File: src/rtl/maple_rx_pkg.sv
// -----------------------------------------------------------------------------
// maple_rx_pkg
// Shared definitions for the Maple bus receiver data-phase stage: the one-hot
// state encoding, byte width, bit-counter terminal value and the default
// inter-edge timeout.
// -----------------------------------------------------------------------------
package maple_rx_pkg;

   localparam int BYTE_W = 8;
   localparam int BIT_CNT_W = 3;

   // Value of the bit counter while the 8th bit of a byte is being shifted in.
   localparam logic [BIT_CNT_W-1:0] LAST_BIT_IDX = BIT_CNT_W'(BYTE_W - 1);

   localparam logic [15:0] DEFAULT_TIMEOUT_CYCLES = 16'd50000;

   typedef enum logic [2:0] {
      ST_IDLE      = 3'b001,
      ST_RECEIVING = 3'b010,
      ST_TRAILER   = 3'b100
   } rxState_t;

endpackage

File: src/rtl/maple_rx_out_reg.sv
// -----------------------------------------------------------------------------
// maple_rx_out_reg
// Output holding register of the Maple receiver. Presents one byte on a
// valid/ready interface together with its tlast flag. A push while the held
// byte is still waiting (valid and not ready) drops the new byte and pulses
// overrun for one cycle.
//
// Ports
//   aclk        in   clock
//   aresetn     in   synchronous active-low reset
//   i_push      in   load request for a new byte
//   i_pushData  in   byte to load
//   i_pushLast  in   tlast flag of the byte to load
//   i_ready     in   consumer accepts the held byte this cycle
//   o_data      out  held byte
//   o_valid     out  held byte is valid
//   o_last      out  held byte is the last of its frame
//   o_overrun   out  one-cycle pulse: pushed byte was dropped
// -----------------------------------------------------------------------------
module maple_rx_out_reg
   import maple_rx_pkg::*;
(
   input  logic              aclk,
   input  logic              aresetn,
   input  logic              i_push,
   input  logic [BYTE_W-1:0] i_pushData,
   input  logic              i_pushLast,
   input  logic              i_ready,
   output logic [BYTE_W-1:0] o_data,
   output logic              o_valid,
   output logic              o_last,
   output logic              o_overrun
);

   logic [BYTE_W-1:0] r_data;
   logic              r_valid;
   logic              r_last;
   logic              r_overrun;

   // The register is free when empty or being drained this same cycle; a push
   // into a stalled register keeps the old byte and flags the loss instead.
   always_ff @(posedge aclk) begin
      if (!aresetn) begin
         r_data    <= '0;
         r_valid   <= 1'b0;
         r_last    <= 1'b0;
         r_overrun <= 1'b0;
      end else begin
         r_overrun <= 1'b0;
         if (i_push) begin
            if (!r_valid || i_ready) begin
               r_data  <= i_pushData;
               r_last  <= i_pushLast;
               r_valid <= 1'b1;
            end else begin
               r_overrun <= 1'b1;
            end
         end else if (i_ready) begin
            r_valid <= 1'b0;
         end
      end
   end

   assign o_data    = r_data;
   assign o_valid   = r_valid;
   assign o_last    = r_last;
   assign o_overrun = r_overrun;

endmodule

File: src/rtl/maple_bit_deserializer.sv
// -----------------------------------------------------------------------------
// maple_bit_deserializer
// Data-phase stage of the Maple bus receiver. Bits arrive on alternating
// SDCKA/SDCKB falling edges: on an expected A edge the level of SDCKB is the
// data bit, on an expected B edge the level of SDCKA. Bits are assembled MSB
// first. Each completed byte waits in a one-byte pending buffer until either
// the next byte completes (pushed with tlast=0) or end_frame arrives (pushed
// with tlast=1), so the final byte of a frame can be tagged.
//
// Ports
//   aclk, aresetn                 clock, synchronous active-low reset
//   sdcka_in, sdckb_in            synchronized line levels
//   sdcka_negedge, sdckb_negedge  one-cycle falling-edge pulses
//   start_frame                   start-frame decoder pulse
//   end_frame, end_frame_error    end-frame decoder pulses
//   m_tdata, m_tvalid, m_tlast    byte stream out
//   m_tready                      consumer ready
//   rx_error                      one-cycle pulse: frame fault
//   overrun                       one-cycle pulse: byte dropped at output
//   busy                          high whenever a frame is open
// -----------------------------------------------------------------------------
module maple_bit_deserializer
   import maple_rx_pkg::*;
#(
   parameter logic [15:0] TIMEOUT_CYCLES = DEFAULT_TIMEOUT_CYCLES
)
(
   input  logic              aclk,
   input  logic              aresetn,
   input  logic              sdcka_in,
   input  logic              sdckb_in,
   input  logic              sdcka_negedge,
   input  logic              sdckb_negedge,
   input  logic              start_frame,
   input  logic              end_frame,
   input  logic              end_frame_error,
   output logic [BYTE_W-1:0] m_tdata,
   output logic              m_tvalid,
   input  logic              m_tready,
   output logic              m_tlast,
   output logic              rx_error,
   output logic              overrun,
   output logic              busy
);

   rxState_t               r_state;
   rxState_t               w_nextState;

   logic [BYTE_W-1:0]      r_shreg;
   logic [BIT_CNT_W-1:0]   r_bitCnt;
   logic                   r_expectA;
   logic [BYTE_W-1:0]      r_pendData;
   logic                   r_pendFull;
   logic [15:0]            r_timeoutCnt;
   logic                   r_rxError;

   logic                   w_expectedEdge;
   logic                   w_unexpectedEdge;
   logic                   w_sampleBit;
   logic [BYTE_W-1:0]      w_shregNext;
   logic                   w_byteDone;
   logic                   w_timeout;
   logic                   w_shiftEn;
   logic                   w_clearFrame;
   logic                   w_push;
   logic                   w_pushLast;
   logic                   w_rxErrorNext;

   // An edge on the line we are not waiting for (including both lines at once)
   // is the start of the end pattern, so it is checked before the expected one.
   assign w_expectedEdge   = r_expectA ? sdcka_negedge : sdckb_negedge;
   assign w_unexpectedEdge = r_expectA ? sdckb_negedge : sdcka_negedge;
   assign w_sampleBit      = r_expectA ? sdckb_in : sdcka_in;
   assign w_shregNext      = {r_shreg[BYTE_W-2:0], w_sampleBit};
   assign w_byteDone       = (r_bitCnt == LAST_BIT_IDX);
   assign w_timeout        = (r_state != ST_IDLE) && (r_timeoutCnt == TIMEOUT_CYCLES);

   always_ff @(posedge aclk) begin
      if (!aresetn) begin
         r_state <= ST_IDLE;
      end else begin
         r_state <= w_nextState;
      end
   end

   // Frame-level aborts (restart, end-frame error, timeout) take priority over
   // anything the current state would do. start_frame is first so it also wins
   // over a coincident end_frame.
   always_comb begin
      w_nextState   = r_state;
      w_shiftEn     = 1'b0;
      w_clearFrame  = 1'b0;
      w_push        = 1'b0;
      w_pushLast    = 1'b0;
      w_rxErrorNext = 1'b0;

      if (r_state == ST_IDLE) begin
         if (start_frame) begin
            w_nextState  = ST_RECEIVING;
            w_clearFrame = 1'b1;
         end
      end else if (start_frame) begin
         w_rxErrorNext = 1'b1;
         w_nextState   = ST_RECEIVING;
         w_clearFrame  = 1'b1;
      end else if (end_frame_error || w_timeout) begin
         w_rxErrorNext = 1'b1;
         w_nextState   = ST_IDLE;
         w_clearFrame  = 1'b1;
      end else begin
         case (r_state)
            ST_RECEIVING: begin
               if (w_unexpectedEdge) begin
                  w_nextState = ST_TRAILER;
               end else if (w_expectedEdge) begin
                  w_shiftEn = 1'b1;
                  if (w_byteDone && r_pendFull) begin
                     w_push = 1'b1;
                  end
               end
            end
            ST_TRAILER: begin
               if (end_frame) begin
                  w_nextState  = ST_IDLE;
                  w_clearFrame = 1'b1;
                  if (r_bitCnt != '0) begin
                     w_rxErrorNext = 1'b1;
                  end else if (r_pendFull) begin
                     w_push     = 1'b1;
                     w_pushLast = 1'b1;
                  end
               end
            end
            default: begin
               w_nextState  = ST_IDLE;
               w_clearFrame = 1'b1;
            end
         endcase
      end
   end

   // A completing byte goes straight into pending in the same cycle the older
   // pending byte is pushed out, so the buffer never needs an empty gap.
   always_ff @(posedge aclk) begin
      if (!aresetn) begin
         r_shreg    <= '0;
         r_bitCnt   <= '0;
         r_expectA  <= 1'b1;
         r_pendData <= '0;
         r_pendFull <= 1'b0;
         r_rxError  <= 1'b0;
      end else begin
         r_rxError <= w_rxErrorNext;
         if (w_clearFrame) begin
            r_shreg    <= '0;
            r_bitCnt   <= '0;
            r_expectA  <= 1'b1;
            r_pendFull <= 1'b0;
         end else if (w_shiftEn) begin
            r_shreg   <= w_shregNext;
            r_bitCnt  <= r_bitCnt + BIT_CNT_W'(1);
            r_expectA <= ~r_expectA;
            if (w_byteDone) begin
               r_pendData <= w_shregNext;
               r_pendFull <= 1'b1;
            end
         end
      end
   end

   // Idle time since the last accepted edge or state change. A restart does
   // not change the state, so a frame clear also restarts the count.
   always_ff @(posedge aclk) begin
      if (!aresetn) begin
         r_timeoutCnt <= '0;
      end else if ((r_state == ST_IDLE) || (w_nextState != r_state) || w_shiftEn || w_clearFrame) begin
         r_timeoutCnt <= '0;
      end else begin
         r_timeoutCnt <= r_timeoutCnt + 16'd1;
      end
   end

   maple_rx_out_reg u_outReg (
      .aclk       (aclk),
      .aresetn    (aresetn),
      .i_push     (w_push),
      .i_pushData (r_pendData),
      .i_pushLast (w_pushLast),
      .i_ready    (m_tready),
      .o_data     (m_tdata),
      .o_valid    (m_tvalid),
      .o_last     (m_tlast),
      .o_overrun  (overrun)
   );

   assign rx_error = r_rxError;
   assign busy     = (r_state != ST_IDLE);

endmodule

File: config.mk
export PLATFORM = sky130hd
export DESIGN_NAME = maple_bit_deserializer
export DESIGN_NICKNAME = d
export VERILOG_FILES = /design/src/rtl/maple_rx_pkg.sv /design/src/rtl/maple_rx_out_reg.sv /design/src/rtl/maple_bit_deserializer.sv
export SDC_FILE = /design/constraint.sdc
export NUM_CORES = 1
export LEC_CHECK = 0
export ABC_AREA = 0
export BUFFER_PORTS_ARGS = -buffer_cell sky130_fd_sc_hd__clkbuf_2
export CORE_MARGIN = 4
export CORE_UTILIZATION = 38
export DETAILED_ROUTE_END_ITERATION = 10
export GPL_TIMING_DRIVEN = 0
export PLACE_DENSITY = 0.52
export SYNTH_ARGS = -nofsm -noshare
export SYNTH_HDL_FRONTEND = slang
export SYNTH_HIERARCHICAL = 1
export SYNTH_SLANG_ARGS = --single-unit
File: constraint.sdc
create_clock -name aclk -period 3.97 [get_ports aclk]
set_input_delay 0.397 -clock aclk [delete_from_list [all_inputs] [get_ports aclk]]
set_output_delay 0.397 -clock aclk [all_outputs]
set_load 0.01 [all_outputs]
==> flow_summary.json <==
{
  "max_cap_violations": 0,
  "fin_tns_setup_ns": 0,
  "ys_ff_latch": 51,
  "post_synth_inst_count": 247,
  "num_rows": 27,
  "rsz0062_at_grt": "false",
  "ir_drop_mv": 0.164,
  "setup_viol": 0,
  "die_h_um": 84.9,
  "n_antenna_cell": 0,
  "finalHoldViolations": 0,
  "num_vias": 1644,
  "die_area_um2": 7210,
  "clock_insertion_delay_worst_skew_ns": 0.30,
  "min_period_over_period": 0.570,
  "synth_commonest_cells": "sky130_fd_sc_hd__dfxtp_1 (51), sky130_fd_sc_hd__nor2_1 (38), sky130_fd_sc_hd__nand2_1 (34), sky130_fd_sc_hd__mux2i_1 (18), sky130_fd_sc_hd__nand3_1 (12)",
  "cts_hold_repair.buffers": 0,
  "cts_inserted_buffers": 5,
  "synth.most_common_cell": "sky130_fd_sc_hd__dfxtp_1",
  "cp.required_ns": 4.21,
  "outcome": "complete, no violations",
  "cp_max_fo": 9,
  "power.density_cell_area_nw_per_um2": 355,
  "final_period_minus_worst_setup_slack_ns": 2.26,
  "reg2regPathDepth": 9,
  "track_usage": 0.123,
  "cp_slowest_cell": "sky130_fd_sc_hd__or3_2",
  "crit_chain": "inv_1, ha_1, nand3b_1, nor4_4, or3_2, a211oi_1, nor2b_2, buf_6, mux2i_1",
  "synth_top_flop_cell": "sky130_fd_sc_hd__dfxtp_1",
  "synth.yosys.seq_area_share": 0.454,
  "max-slew-margin-rel": 0.578,
  "drtIter0Drc": 45,
  "avgSynthCellArea_um2": 9.10,
  "mappedNetlistNets": 262,
  "netlist_top_cells_area": "sky130_fd_sc_hd__dfxtp_1 (45%), sky130_fd_sc_hd__mux2i_1 (8.0%), sky130_fd_sc_hd__nor2_1 (6.3%), sky130_fd_sc_hd__nand2_1 (5.7%), sky130_fd_sc_hd__xnor2_1 (4.3%)",
  "antenna_violations_before_repair": 0,
  "clock_tree_from_tritoncts": "yes",
  "ctsRootBufferMaster": "sky130_fd_sc_hd__clkbuf_8",
  "critical_path_arrival_ns": 2.50,
  "hold_path.class": "input port to flip-flop",
  "detail_route.first_pass.iterations": 2,
  "drc_errors": 0,
  "cell_taking_the_most_area_after_synthesis": "sky130_fd_sc_hd__dfxtp_1",
  "post_route_cells_drive_above_1_share": 0.178,
  "numPortBuffers": 21,
  "clock_sink_count": 51,
  "clock_path_buffers": 2,
  "highest_layer": "met4",
  "wl_um": 3980,
  "wire_per_inst_um": 11.4,
  "worst-setup-path-type": "flip-flop to flip-flop",
  "final-seq-area_um2": 1020,
  "leakagePower_uw": 0.000941,
  "worst-slew-pin-transition_ns": 0.628,
  "number_of_global_route_vias_before_repair": 1644,
  "clk_transition_reported_paths_ns": 0.10,
  "fmax_mhz": 442,
  "yosysWarnings": 6,
  "met2_length_um": 1920,
  "critical_path.startpoint_type": "flip-flop",
  "met3RoutedLength_um": 167,
  "dp_hpwl_um": 3030,
  "netlist_area_um2": 2250,
  "crit_path_max_incr_delay_ns": 0.46,
  "fill_cells": 589,
  "place.gp.congestion": 0.787,
  "design.final.nets": 290,
  "route.detailed.vias_per_inst": 4.72,
  "synth-edff-count": 0,
  "cts_setup_buffers": 0,
  "multi_input_comb_area_um2": 1130,
  "cts.htree.levels": 2,
  "finClkSkew_ns": 0.0114,
  "met1_length_um": 1830,
  "io_pins": 23,
  "ys_types": 46,
  "postCtsResizedCells": 0,
  "timing_max_transition_violations_final": 0,
  "grt_max_degree": 18,
  "ant_nets": 0,
  "totalPowerFinal_uw": 908,
  "global_route.overflow_total": 0,
  "core-area_um2": 5610,
  "floorplan.die.width_um": 84.9,
  "postSynth.asyncResetShare": 0,
  "synth_largest_type_area_fraction": 0.454,
  "area.growth.synth_to_final_pct": 13.8,
  "worstSetupEndpointType": "flip-flop",
  "initial_core_util": 0.401,
  "grt_first_pass_wirelength_um": 7310,
  "whs_path_cells": 2
}
through the flow:
stage | cell area, µm² | hold WS (ns) | std cells | util | setup WS [ns]
after detailed placement | 2440 | 0.445 | 340 | 0.436 | 1.67
after global placement | 2440 | 0.438 | 340 | 0.436 | 1.74
after floorplan | 2250 | 0.429 | 247 | - | 1.94
after CTS | 2560 | 0.379 | 348 | 0.456 | 1.65
final | 2560 | 0.387 | 348 | 0.456 | 1.71
after global routing | 2560 | 0.410 | 348 | 0.456 | 1.47
sequential cells by signal (all words and copies together), names as in the netlist:
name                cells
u_outReg/o_last         1
u_outReg/o_data         8
r_shreg                 7
u_outReg/o_valid        1
r_pendFull              1
r_timeoutCnt           16
r_pendData              8
u_outReg/o_overrun      1
rx_error                1
r_expectA               1
r_state                 3
r_bitCnt                3
metal layers:
metal / track usage / up-vias
li1: - / 879
met1: 0.137 / 735
met2: 0.217 / 24
met3: 0.0379 / 6
met4: 0.0489 / 0
met5: 0 / -
power by group:
| part | internal, µW | switching [µW] | leakage [µW] |
|---|---|---|---|
| registers | 513 | 1.84 | 0.000411 |
| clock network | 190 | 174 | 0.0000548 |
| logic | 10.8 | 18.6 | 0.000475 |
| total | 714 | 195 | 0.000941 |
path summary, 6_finish.rpt:
kind / start / endpoint / slack [ns]
setup / recovery: r_timeoutCnt[0] / u_outReg/o_data[5] / 1.71
hold / removal: start_frame / r_state[0] / 0.39
setup reg to reg: r_timeoutCnt[0] / u_outReg/o_data[5] / 1.71
hold reg to reg: r_pendData[1] / r_pendData[1] / 0.46
critical path, delay by kind of cell, from the launching register on:
kind	cells	cell delay [ns]
mux	1	0.20
simple gates	4	0.88
fa+ha+maj	1	0.19
buf+inv	2	0.23
flops	1	0.40
compound gates	1	0.30
placed cells by master, fill, tap and decap left out, types with 3 or more instances in the layout:
master	instances
sky130_fd_sc_hd__nor3_1	4
sky130_fd_sc_hd__dfxtp_1	51
sky130_fd_sc_hd__nand2_1	34
sky130_fd_sc_hd__clkbuf_2	21
sky130_fd_sc_hd__nor2_1	38
sky130_fd_sc_hd__xor2_1	5
sky130_fd_sc_hd__buf_2	3
sky130_fd_sc_hd__or4_1	3
sky130_fd_sc_hd__ha_1	5
sky130_fd_sc_hd__inv_1	9
sky130_fd_sc_hd__nand3_1	12
sky130_fd_sc_hd__xnor2_1	11
sky130_fd_sc_hd__mux2i_1	18
sky130_fd_sc_hd__clkbuf_8	5
sky130_fd_sc_hd__o21ai_0	9
sky130_fd_sc_hd__nand2b_1	6
cells by family (layout without fill, tap and decap cells):
family                     Yosys count  in the layout  synth area share
AOI/OAI and AO/OA                   18             18            0.0462
and+or+nand+nor                    119            119             0.275
xor gates and xnor gates            16             16            0.0623
DFF                                 51             51             0.454
adders and majority gates            5              5            0.0278
buffers and inverters               18             47            0.0440
muxes                               20             20            0.0901
final cells by class:
| type | count | share of cell area |
|---|---|---|
| Inverter | 9 | 0.0132 |
| Multi-Input combinational cell | 178 | 0.441 |
| Sequential cell | 51 | 0.399 |
| Tap cell | 72 | 0.0352 |
| Timing Repair Buffer | 21 | 0.0411 |
| Buffer | 9 | 0.0254 |
| Clock inverter | 3 | 0.0181 |
| Clock buffer | 5 | 0.0269 |
(Power assumes the default switching activity.)
